$ cat src/rtl/decode_pkg.sv
// decode_pkg: shared definitions for the ID stage.
//   - op_e     : opcode encoding carried into EX
//   - state_e  : ID/EX register occupancy
//   - idex_t   : bundle of every field held in the ID/EX register
//   - *_LSB    : bit positions of the instruction fields
// Struct widths follow the default build (64 registers, 32-bit datapath).
package decode_pkg;

    localparam int REG_W  = 6;
    localparam int DATA_W = 32;
    localparam int OP_W   = 6;
    localparam int IMM_W  = 8;

    localparam int OP_LSB  = 26;
    localparam int RD_LSB  = 20;
    localparam int RS0_LSB = 14;
    localparam int RS1_LSB = 8;
    localparam int IMM_LSB = 0;

    typedef enum logic [OP_W-1:0] {
        NOP    = 6'd0,
        ALU_R  = 6'd1,
        ALU_I  = 6'd2,
        LOAD   = 6'd3,
        STORE  = 6'd4,
        BRANCH = 6'd5
    } op_e;

    typedef enum logic {
        S_EMPTY = 1'b0,
        S_FULL  = 1'b1
    } state_e;

    typedef struct packed {
        op_e               op;
        logic [REG_W-1:0]  wa;
        logic              wen;
        logic              load;
        logic [DATA_W-1:0] opa;
        logic [DATA_W-1:0] opb;
        logic [DATA_W-1:0] imm;
        logic [DATA_W-1:0] pc;
    } idex_t;

endpackage

$ cat src/rtl/decode_stage_instr_decoder.sv
// instr_decoder: purely combinational opcode classifier.
// Ports:
//   op_raw   in  opcode field of the instruction
//   imm8     in  8-bit immediate field
//   op       out normalised opcode (undefined opcodes become NOP)
//   wen      out op writes a register
//   load     out op is a load
//   uses_rs0 out op reads source register 0
//   uses_rs1 out op reads source register 1
//   imm      out immediate sign-extended to BITS
import decode_pkg::*;

module instr_decoder #(
    parameter int BITS = 32
) (
    input  logic [OP_W-1:0]  op_raw,
    input  logic [IMM_W-1:0] imm8,
    output op_e              op,
    output logic             wen,
    output logic             load,
    output logic             uses_rs0,
    output logic             uses_rs1,
    output logic [BITS-1:0]  imm
);

    always_comb begin
        op       = NOP;
        wen      = 1'b0;
        load     = 1'b0;
        uses_rs0 = 1'b0;
        uses_rs1 = 1'b0;
        case (op_raw)
            ALU_R:  begin op = ALU_R;  wen = 1'b1; uses_rs0 = 1'b1; uses_rs1 = 1'b1; end
            ALU_I:  begin op = ALU_I;  wen = 1'b1; uses_rs0 = 1'b1; end
            LOAD:   begin op = LOAD;   wen = 1'b1; load = 1'b1; uses_rs0 = 1'b1; end
            STORE:  begin op = STORE;  uses_rs0 = 1'b1; uses_rs1 = 1'b1; end
            BRANCH: begin op = BRANCH; uses_rs0 = 1'b1; uses_rs1 = 1'b1; end
            default: ;
        endcase
    end

    assign imm = {{(BITS-IMM_W){imm8[IMM_W-1]}}, imm8};

endmodule

$ cat src/rtl/decode_stage.sv
// decode_stage: ID stage of the 5-stage pipeline.
// Accepts one instruction per cycle from IF (valid/ready), drives the
// register-file read addresses combinationally, and captures decoded fields
// and operands into the ID/EX register. Stalls IF on a load-use hazard
// against the op held in ID/EX; flush_i empties ID/EX and refuses IF.
// Ports:
//   clk, rst_n_i                      clock / async active-low reset
//   if_valid_i, if_ready_o            IF handshake
//   if_instr_i, if_pc_i               instruction word and PC from IF
//   flush_i                           kill ID/EX, no accept this cycle
//   rf_ra0_o, rf_ra1_o                register-file read addresses
//   rf_rd0_i, rf_rd1_i                register-file read data (write-bypassed)
//   ex_valid_o, ex_ready_i            EX handshake
//   ex_op_o .. ex_pc_o                ID/EX register contents
//   stall_cnt_o                       stall cycle count (DECODE_STALL_CNT_EN only)
// Optional feature macro: DECODE_STALL_CNT_EN
import decode_pkg::*;

module decode_stage #(
    parameter int NUM_REG = 6,
    parameter int BITS    = 32
) (
    input  logic               clk,
    input  logic               rst_n_i,
    input  logic               if_valid_i,
    output logic               if_ready_o,
    input  logic [BITS-1:0]    if_instr_i,
    input  logic [BITS-1:0]    if_pc_i,
    input  logic               flush_i,
    output logic [NUM_REG-1:0] rf_ra0_o,
    output logic [NUM_REG-1:0] rf_ra1_o,
    input  logic [BITS-1:0]    rf_rd0_i,
    input  logic [BITS-1:0]    rf_rd1_i,
    output logic               ex_valid_o,
    input  logic               ex_ready_i,
    output logic [5:0]         ex_op_o,
    output logic [NUM_REG-1:0] ex_wa_o,
    output logic               ex_wen_o,
    output logic               ex_load_o,
    output logic [BITS-1:0]    ex_opa_o,
    output logic [BITS-1:0]    ex_opb_o,
    output logic [BITS-1:0]    ex_imm_o,
`ifdef DECODE_STALL_CNT_EN
    output logic [31:0]        stall_cnt_o,
`endif
    output logic [BITS-1:0]    ex_pc_o
);

    state_e  state;
    idex_t   idex_p1;
    idex_t   idex_nxt;

    op_e              dec_op;
    logic             dec_wen;
    logic             dec_load;
    logic             uses_rs0;
    logic             uses_rs1;
    logic [BITS-1:0]  dec_imm;
    logic [NUM_REG-1:0] rs0;
    logic [NUM_REG-1:0] rs1;
    logic [NUM_REG-1:0] rd;
    logic             hazard;
    logic             accept;

    assign rs0 = if_instr_i[RS0_LSB +: NUM_REG];
    assign rs1 = if_instr_i[RS1_LSB +: NUM_REG];
    assign rd  = if_instr_i[RD_LSB  +: NUM_REG];

    assign rf_ra0_o = rs0;
    assign rf_ra1_o = rs1;

    instr_decoder #(.BITS(BITS)) u_dec (
        .op_raw   (if_instr_i[OP_LSB +: OP_W]),
        .imm8     (if_instr_i[IMM_LSB +: IMM_W]),
        .op       (dec_op),
        .wen      (dec_wen),
        .load     (dec_load),
        .uses_rs0 (uses_rs0),
        .uses_rs1 (uses_rs1),
        .imm      (dec_imm)
    );

    // Only a load still sitting in ID/EX can hurt: its data is not yet in the
    // register file, so a dependent op must wait until EX has taken it.
    assign hazard = ex_valid_o & idex_p1.load &
                    ((uses_rs0 & (rs0 == idex_p1.wa)) |
                     (uses_rs1 & (rs1 == idex_p1.wa)));

    assign if_ready_o = !flush_i & !hazard & (!ex_valid_o | ex_ready_i);
    assign accept     = if_valid_i & if_ready_o;

    always_comb begin
        idex_nxt      = '0;
        idex_nxt.op   = dec_op;
        idex_nxt.wa   = rd;
        idex_nxt.wen  = dec_wen;
        idex_nxt.load = dec_load;
        idex_nxt.opa  = rf_rd0_i;
        idex_nxt.opb  = rf_rd1_i;
        idex_nxt.imm  = dec_imm;
        idex_nxt.pc   = if_pc_i;
    end

    // ---- ID -> EX register boundary ----
    // accept already implies !flush_i, so flush wins by construction.
    always_ff @(posedge clk or negedge rst_n_i) begin
        if (!rst_n_i) begin
            state   <= S_EMPTY;
            idex_p1 <= '0;
        end else begin
            case (state)
                S_EMPTY: begin
                    if (accept) begin
                        state   <= S_FULL;
                        idex_p1 <= idex_nxt;
                    end
                end
                S_FULL: begin
                    if (flush_i) begin
                        state <= S_EMPTY;
                    end else if (accept) begin
                        idex_p1 <= idex_nxt;
                    end else if (ex_ready_i) begin
                        state <= S_EMPTY;
                    end
                end
                default: state <= S_EMPTY;
            endcase
        end
    end

    assign ex_valid_o = (state == S_FULL);
    assign ex_op_o    = idex_p1.op;
    assign ex_wa_o    = idex_p1.wa;
    assign ex_wen_o   = idex_p1.wen;
    assign ex_load_o  = idex_p1.load;
    assign ex_opa_o   = idex_p1.opa;
    assign ex_opb_o   = idex_p1.opb;
    assign ex_imm_o   = idex_p1.imm;
    assign ex_pc_o    = idex_p1.pc;

`ifdef DECODE_STALL_CNT_EN
    // Saturating count of cycles where IF offered work that decode refused
    // for a reason other than flush.
    always_ff @(posedge clk or negedge rst_n_i) begin
        if (!rst_n_i) begin
            stall_cnt_o <= '0;
        end else if (if_valid_i && !if_ready_o && !flush_i && (stall_cnt_o != '1)) begin
            stall_cnt_o <= stall_cnt_o + 32'd1;
        end
    end
`endif

endmodule

$ cat config.mk
export PLATFORM = sky130hd
export DESIGN_NAME = decode_stage
export DESIGN_NICKNAME = d
export VERILOG_FILES = /design/src/rtl/decode_pkg.sv /design/src/rtl/decode_stage_instr_decoder.sv /design/src/rtl/decode_stage.sv
export SDC_FILE = /design/constraint.sdc
export NUM_CORES = 1
export LEC_CHECK = 0
export CAP_MARGIN = 0
export CORE_MARGIN = 3
export CORE_UTILIZATION = 40
export CTS_BUF_LIST = sky130_fd_sc_hd__clkbuf_8
export CTS_CLUSTER_DIAMETER = 80
export DETAILED_ROUTE_END_ITERATION = 12
export PLACE_DENSITY = 0.83
export SLEW_MARGIN = 40
export SYNTH_ARGS = -nofsm -noshare
export SYNTH_HDL_FRONTEND = slang
export SYNTH_SLANG_ARGS = --single-unit
$ cat constraint.sdc
create_clock -name clk -period 2.9 [get_ports clk]
set_input_delay 0.29 -clock clk [delete_from_list [all_inputs] [get_ports clk]]
set_output_delay 0.29 -clock clk [all_outputs]
set_load 0.01 [all_outputs]
Yosys cells after proc, flatten, opt, wreduce, memory -nomap -nowiden
Index checks and enable logic that the tools add are counted.
Storage, ports and cells
  register bits: 143
  input port bits: 133
Operators by class
  multiplexer cells: 13
  reduce and logical (&&, ||, !) cells: 6
  equality and inequality tests: 8
  bitwise logic cells: 10
Operators with widths (count)
  $mux W142: 2
  $pmux W142 S2: 1
  $pmux W3 S5: 1
  $eq A6 B2 Y1 const B: 2
  $eq A6 B3 Y1 const B: 2
  $eq A6 B6 Y1: 2
  $mux W1: 8
  $and A1 B1 Y1: 7
  $eq A6 B1 Y1 const B: 1
  $reduce_or A3 Y1: 2
  $reduce_or A5 Y1: 1
  $logic_not A1 Y1: 3
  $ne A2 B2 Y1 const B: 1
  $or A1 B1 Y1: 2
  $pmux W1 S2: 1
  $not A1 Y1: 1

Logic depth before layout (Yosys ltp)
  word-level depth: 13
  depth in mapped cells: 7
  depth with buffers taken out: 5

Hierarchy
From an unflattened synthesis, not the netlist that was laid out.
Second synthesis, totals
  cells, all modules: 391
  area total of the unflattened synthesis: 6327.3 um^2
By module, submodules not included
  decode_stage: area an instance 5935.7 um^2, times used 1, cells each 339
  instr_decoder: area an instance 391.6 um^2, times used 1, cells each 52

Worst setup path before layout
OpenSTA, ideal clock, no wires.
  path type: register to register
  start point: register idex_p1, in the netlist ex_wa_o[2]
  end point: register idex_p1, in the netlist ex_imm_o[0]
  data arrival time: 1869 ps
  stages on the path, launching flop included: 8
  setup slack: 904 ps
  path buffers: 2
  cells stage by stage: dfrtp_1 xor2_1 nor4_1 a32oi_2 nand4b_4 buf_12 buf_12 mux2_1
Between the ends
  longest elaborated chain between the ends: 11
  elaborated cells on any way between the ends: 13
  those cells by class: eq/ne: 2; mux: 3; bitwise: 7; reduce/logical: 1
RTL lines
  start, declared: RTL line decode_stage.sv:50  | idex_t idex_p1;
  start signal, assigned: RTL line decode_stage.sv:115  | idex_p1 <= idex_nxt;
  start signal, assigned: RTL line decode_stage.sv:122  | idex_p1 <= idex_nxt;
  $eq A6 B6 Y1 (on tied branches): RTL line decode_stage.sv:86, decode_stage.sv:87
  $and A1 B1 Y1 (on tied branches): RTL line decode_stage.sv:86, decode_stage.sv:87
  $or A1 B1 Y1 *: RTL line decode_stage.sv:86  | ((uses_rs0 & (rs0 == idex_p1.wa)) |
  $and A1 B1 Y1 *: RTL line decode_stage.sv:85  | assign hazard = ex_valid_o & idex_p1.load &
  $logic_not A1 Y1 *: RTL line decode_stage.sv:89  | assign if_ready_o = !flush_i & !hazard & (!ex_valid_o | ex_ready_i);
  $and A1 B1 Y1 * (2 in series): RTL line decode_stage.sv:89
  $and A1 B1 Y1 *: RTL line decode_stage.sv:90  | assign accept = if_valid_i & if_ready_o;
  $mux W142 *
  $mux W142
  $pmux W142 S2 *
Mark *: on every way between the ends. The rest lies on a longest branch, timed or not. The select of a mux whose other input is x is not followed.
A chain may end at the register's enable or synchronous reset.

Worst setup path after layout
  start point: input if_instr_i[28]
  end point: output if_ready_o
Between the ends
  longest elaborated chain between the ends: 9
  elaborated cells on any way between the ends: 16
  those cells by class: eq/ne: 5; mux: 2; bitwise: 6; reduce/logical: 3
RTL lines
  start, declared: RTL line decode_stage.sv:27  | input logic [BITS-1:0] if_instr_i,
  $eq A6 B2 Y1 (tied with other cells): RTL line decode_stage_instr_decoder.sv:32  | case (op_raw)
  $reduce_or A5 Y1 (no line) / $reduce_or A3 Y1 (equally long branches)
  $mux W1: RTL line decode_stage_instr_decoder.sv:32
  $and A1 B1 Y1 (on tied branches): RTL line decode_stage.sv:86, decode_stage.sv:87
  $or A1 B1 Y1 *: RTL line decode_stage.sv:86
  $and A1 B1 Y1 *: RTL line decode_stage.sv:85
  $logic_not A1 Y1 *: RTL line decode_stage.sv:89
  $and A1 B1 Y1 * (2 in series): RTL line decode_stage.sv:89
  end, declared: RTL line decode_stage.sv:26  | output logic if_ready_o,
Mark *: on every way between the ends. The rest lies on a longest branch, timed or not.

==> impl_results.md <==
* Worst Path Required at 2.61 ns
* Final slew viol count at 0
* Crit start category: primary input
* Nets at 711
* Post-route ant nets at 0
* Avg Synthesized Cell Area at 16.03 um^2
* Crit end category: primary output
* Yosys warns at 0
* RSZ-0062 raised after global routing: no
* Synth area leader: dfrtp_1
* TritonCTS Buffers at 17
* Filler cell count at 900
* Hpwl dp at 10.37 mm
* Cell Pwr Density at 614.4 mW/mm^2
* Global route total overflow at 0
* DIE AREA at 0.01414 mm^2
* Final setup skew at 0.008703 ns
* Clk root buf: clkbuf_8
* Final worst slack at 0.2731 ns
* Die height at 118.9 um
* Critical R2R Capture: ex_opb_o[31]
* H-tree Lvls at 4
* Post-CTS Setup Repair Bufs at 0
* HP Class: in -> async
* Synth Area in Compound Gates at 1.031%
* Library cells used by synthesis at 26
* CTS Buffer Depth at 2
* Multiplexer share of the synthesized area at 28.52%
* Routed len/inst at 17.62 um
* VDD IR max at 0.4950 mV
* Critical R2R Launch: ex_wa_o[2]
* Core ar. at 0.01221 mm^2
* First-pass GRT wire length at 21.26 mm
* Critical path data arrival time at 2.34 ns
* Initial core utilization at 41.75%
* Mapped Area at 0.005099 mm^2
* Post-cts repair resize count at 0
* Fin crit share at 90.58%
* Drt drc at 0
* Most common cell after layout, fill and taps aside: clkdlybuf4s50_1
* Max_slew headroom at 54.51%
* Max-cap viol count at 0
* Crit path from: if_instr_i[28]
* Number of placed I/O pins at 289
* Area of the multi-input gates at 0.001738 mm^2
* Clk_lat worst skew at 0.43 ns
* Main combinational cell family by area after synthesis: multiplexers
* Num Clock Sinks at 116
* Fmax at 380.7 MHz
* Final number of setup-violating endpoints at 0
* Period minus WS final at 2.627 ns
* Vias in the first global route at 3796
* Final hold slack at 0.4270 ns
* Leakage at 3.549 nW
* Drt first-iter violations at 149
* Rows at 40
* Outcome: complete, no violations
* Seq/Total Area, Yosys at 56.93%
* Initial antenna violation count at 0
* GRT Resource Usage Total at 19.42%
* Top post-synthesis cells by area: dfrtp_1 (57%), mux2_2 (14%), mux2_4 (13%)
* Post-Syn Instances at 318
* Most frequent cells in the layout: clkdlybuf4s50_1 (284), dfrtp_1 (116), mux2_2 (65)
* Synth Area in Adders at 0%
* Pre-CTS WS at 0.2675 ns
* Simple-gate share of the synthesized area at 2.258%
* Final GP Congestion at 0.7882
* IO buf count at 285
* Area growth from synthesis to layout at 60.61%
* Share of cells above drive strength 1 at 24.53%
* Worst Path Max Fanout at 6
* Post-cts hold buffer count at 1
* Reg2Reg Setup Slack at 0.77 ns
* Vias per cell at 4.643
* Final hold violation count at 0
* Final Routed Wirelength at 13.37 mm
* Largest net degree at the start of global routing at 64
* ANT cells at 0
* Xor/xnor cell area share of the yosys netlist at 2.061%
* Sequential cell area at 0.002903 mm^2
* CTS tree: yes
* First-pass DRT Iterations at 4
* Kind of critical path: in -> out
* Cell count of the worst reg-to-reg path at 6
* DIE WIDTH at 118.9 um
* Slew @ Worst Pin at 0.6824 ns
* CP endpoint: if_ready_o
* CTS clk-pin slew, worst paths at 0.07 ns
* Post-Route Setup TNS at 0 ns
* #FFs+latches synth at 116
* Via count at 3524
* Synth top area share at 56.93%
[through the flow]
stage / util [%] / instance area (um^2) / std cells / total power (W)
6_report: 67.06 / 8189 / 759 / 0.005031
4_1_cts: 67.06 / 8189 / 759 / 0.005109
5_1_grt: 67.06 / 8189 / 759 / 0.005284
2_1_floorplan: - / 5106 / 320 / 0.002728
3_5_place_dp: 63.78 / 7789 / 726 / 0.003622
3_3_place_gp: 63.78 / 7789 / 726 / 0.003578
[registers in the layout (all words and copies together), names as in the netlist]
signal      count
ex_opa_o       32
ex_opb_o       32
ex_pc_o        32
ex_imm_o        8
ex_wa_o         6
ex_op_o         3
ex_load_o       1
ex_valid_o      1
ex_wen_o        1
[critical path: stages]
cell and delay, ns:
clkdlybuf4s50_1 0.50, a2111oi_2 0.44, nor4b_2 0.28, a32oi_2 0.12, and3b_1 0.23, clkdlybuf4s50_1 0.48
[cell families after synthesis]
logic type / Yosys count
simple gates: 16
other cells: 1
flops: 116
xor+xnor: 12
compound gates: 5
mux: 115
buf+inv: 53
[worst min-delay path by stage]
stage          slack [ns]     endpoint  startpoint
6_report             0.43  ex_opa_o[4]     rst_n_i
5_1_grt              0.42   ex_valid_o     flush_i
4_1_cts              0.40   ex_valid_o     flush_i
3_5_place_dp         0.38  ex_opa_o[4]     rst_n_i
3_3_place_gp         0.37  ex_opa_o[4]     rst_n_i
2_1_floorplan      -0.006  ex_imm_o[0]     rst_n_i
[routing by layer]
layer	wire length [um]	track usage [%]	vias up
met5	0	0	-
met4	232	6.517	0
met3	1402	9.924	16
met2	7005	33.29	186
met1	4733	20.68	1737
li1	-	-	1585
[synth_stat cells]
cell / count
nor3_1: 2
mux2_2: 65
a2111oi_2: 1
mux2_4: 43
mux2_1: 5
nor2_1: 2
nand2b_1: 1
a32oi_2: 1
a21oi_1: 1
nor4_1: 2
and2_1: 1
o211ai_1: 1
nor3b_1: 1
nand4b_4: 1
buf_12: 6
mux2i_1: 2
or3_1: 1
conb_1: 1
inv_1: 2
nor4b_2: 1
nand2_1: 3
o311ai_1: 1
buf_4: 45
and3b_1: 1
dfrtp_1: 116
xor2_1: 12
[report_power, final]
part           internal (W)  switching (W)
logic               0.00100       0.000519
registers           0.00188       0.000169
clock network      0.000815       0.000639
total               0.00370        0.00133
[area by class of cell]
class / count / share of cell area (%)
clock buffer: 20 / 3.361
sequential: 116 / 35.45
tap: 168 / 2.567
inverter: 2 / 0.09167
timing repair buffer: 290 / 35.91
clock inverter: 12 / 1.406
multi-input combinational: 151 / 21.22
No activity file was read; power rests on OpenSTA's default activity.
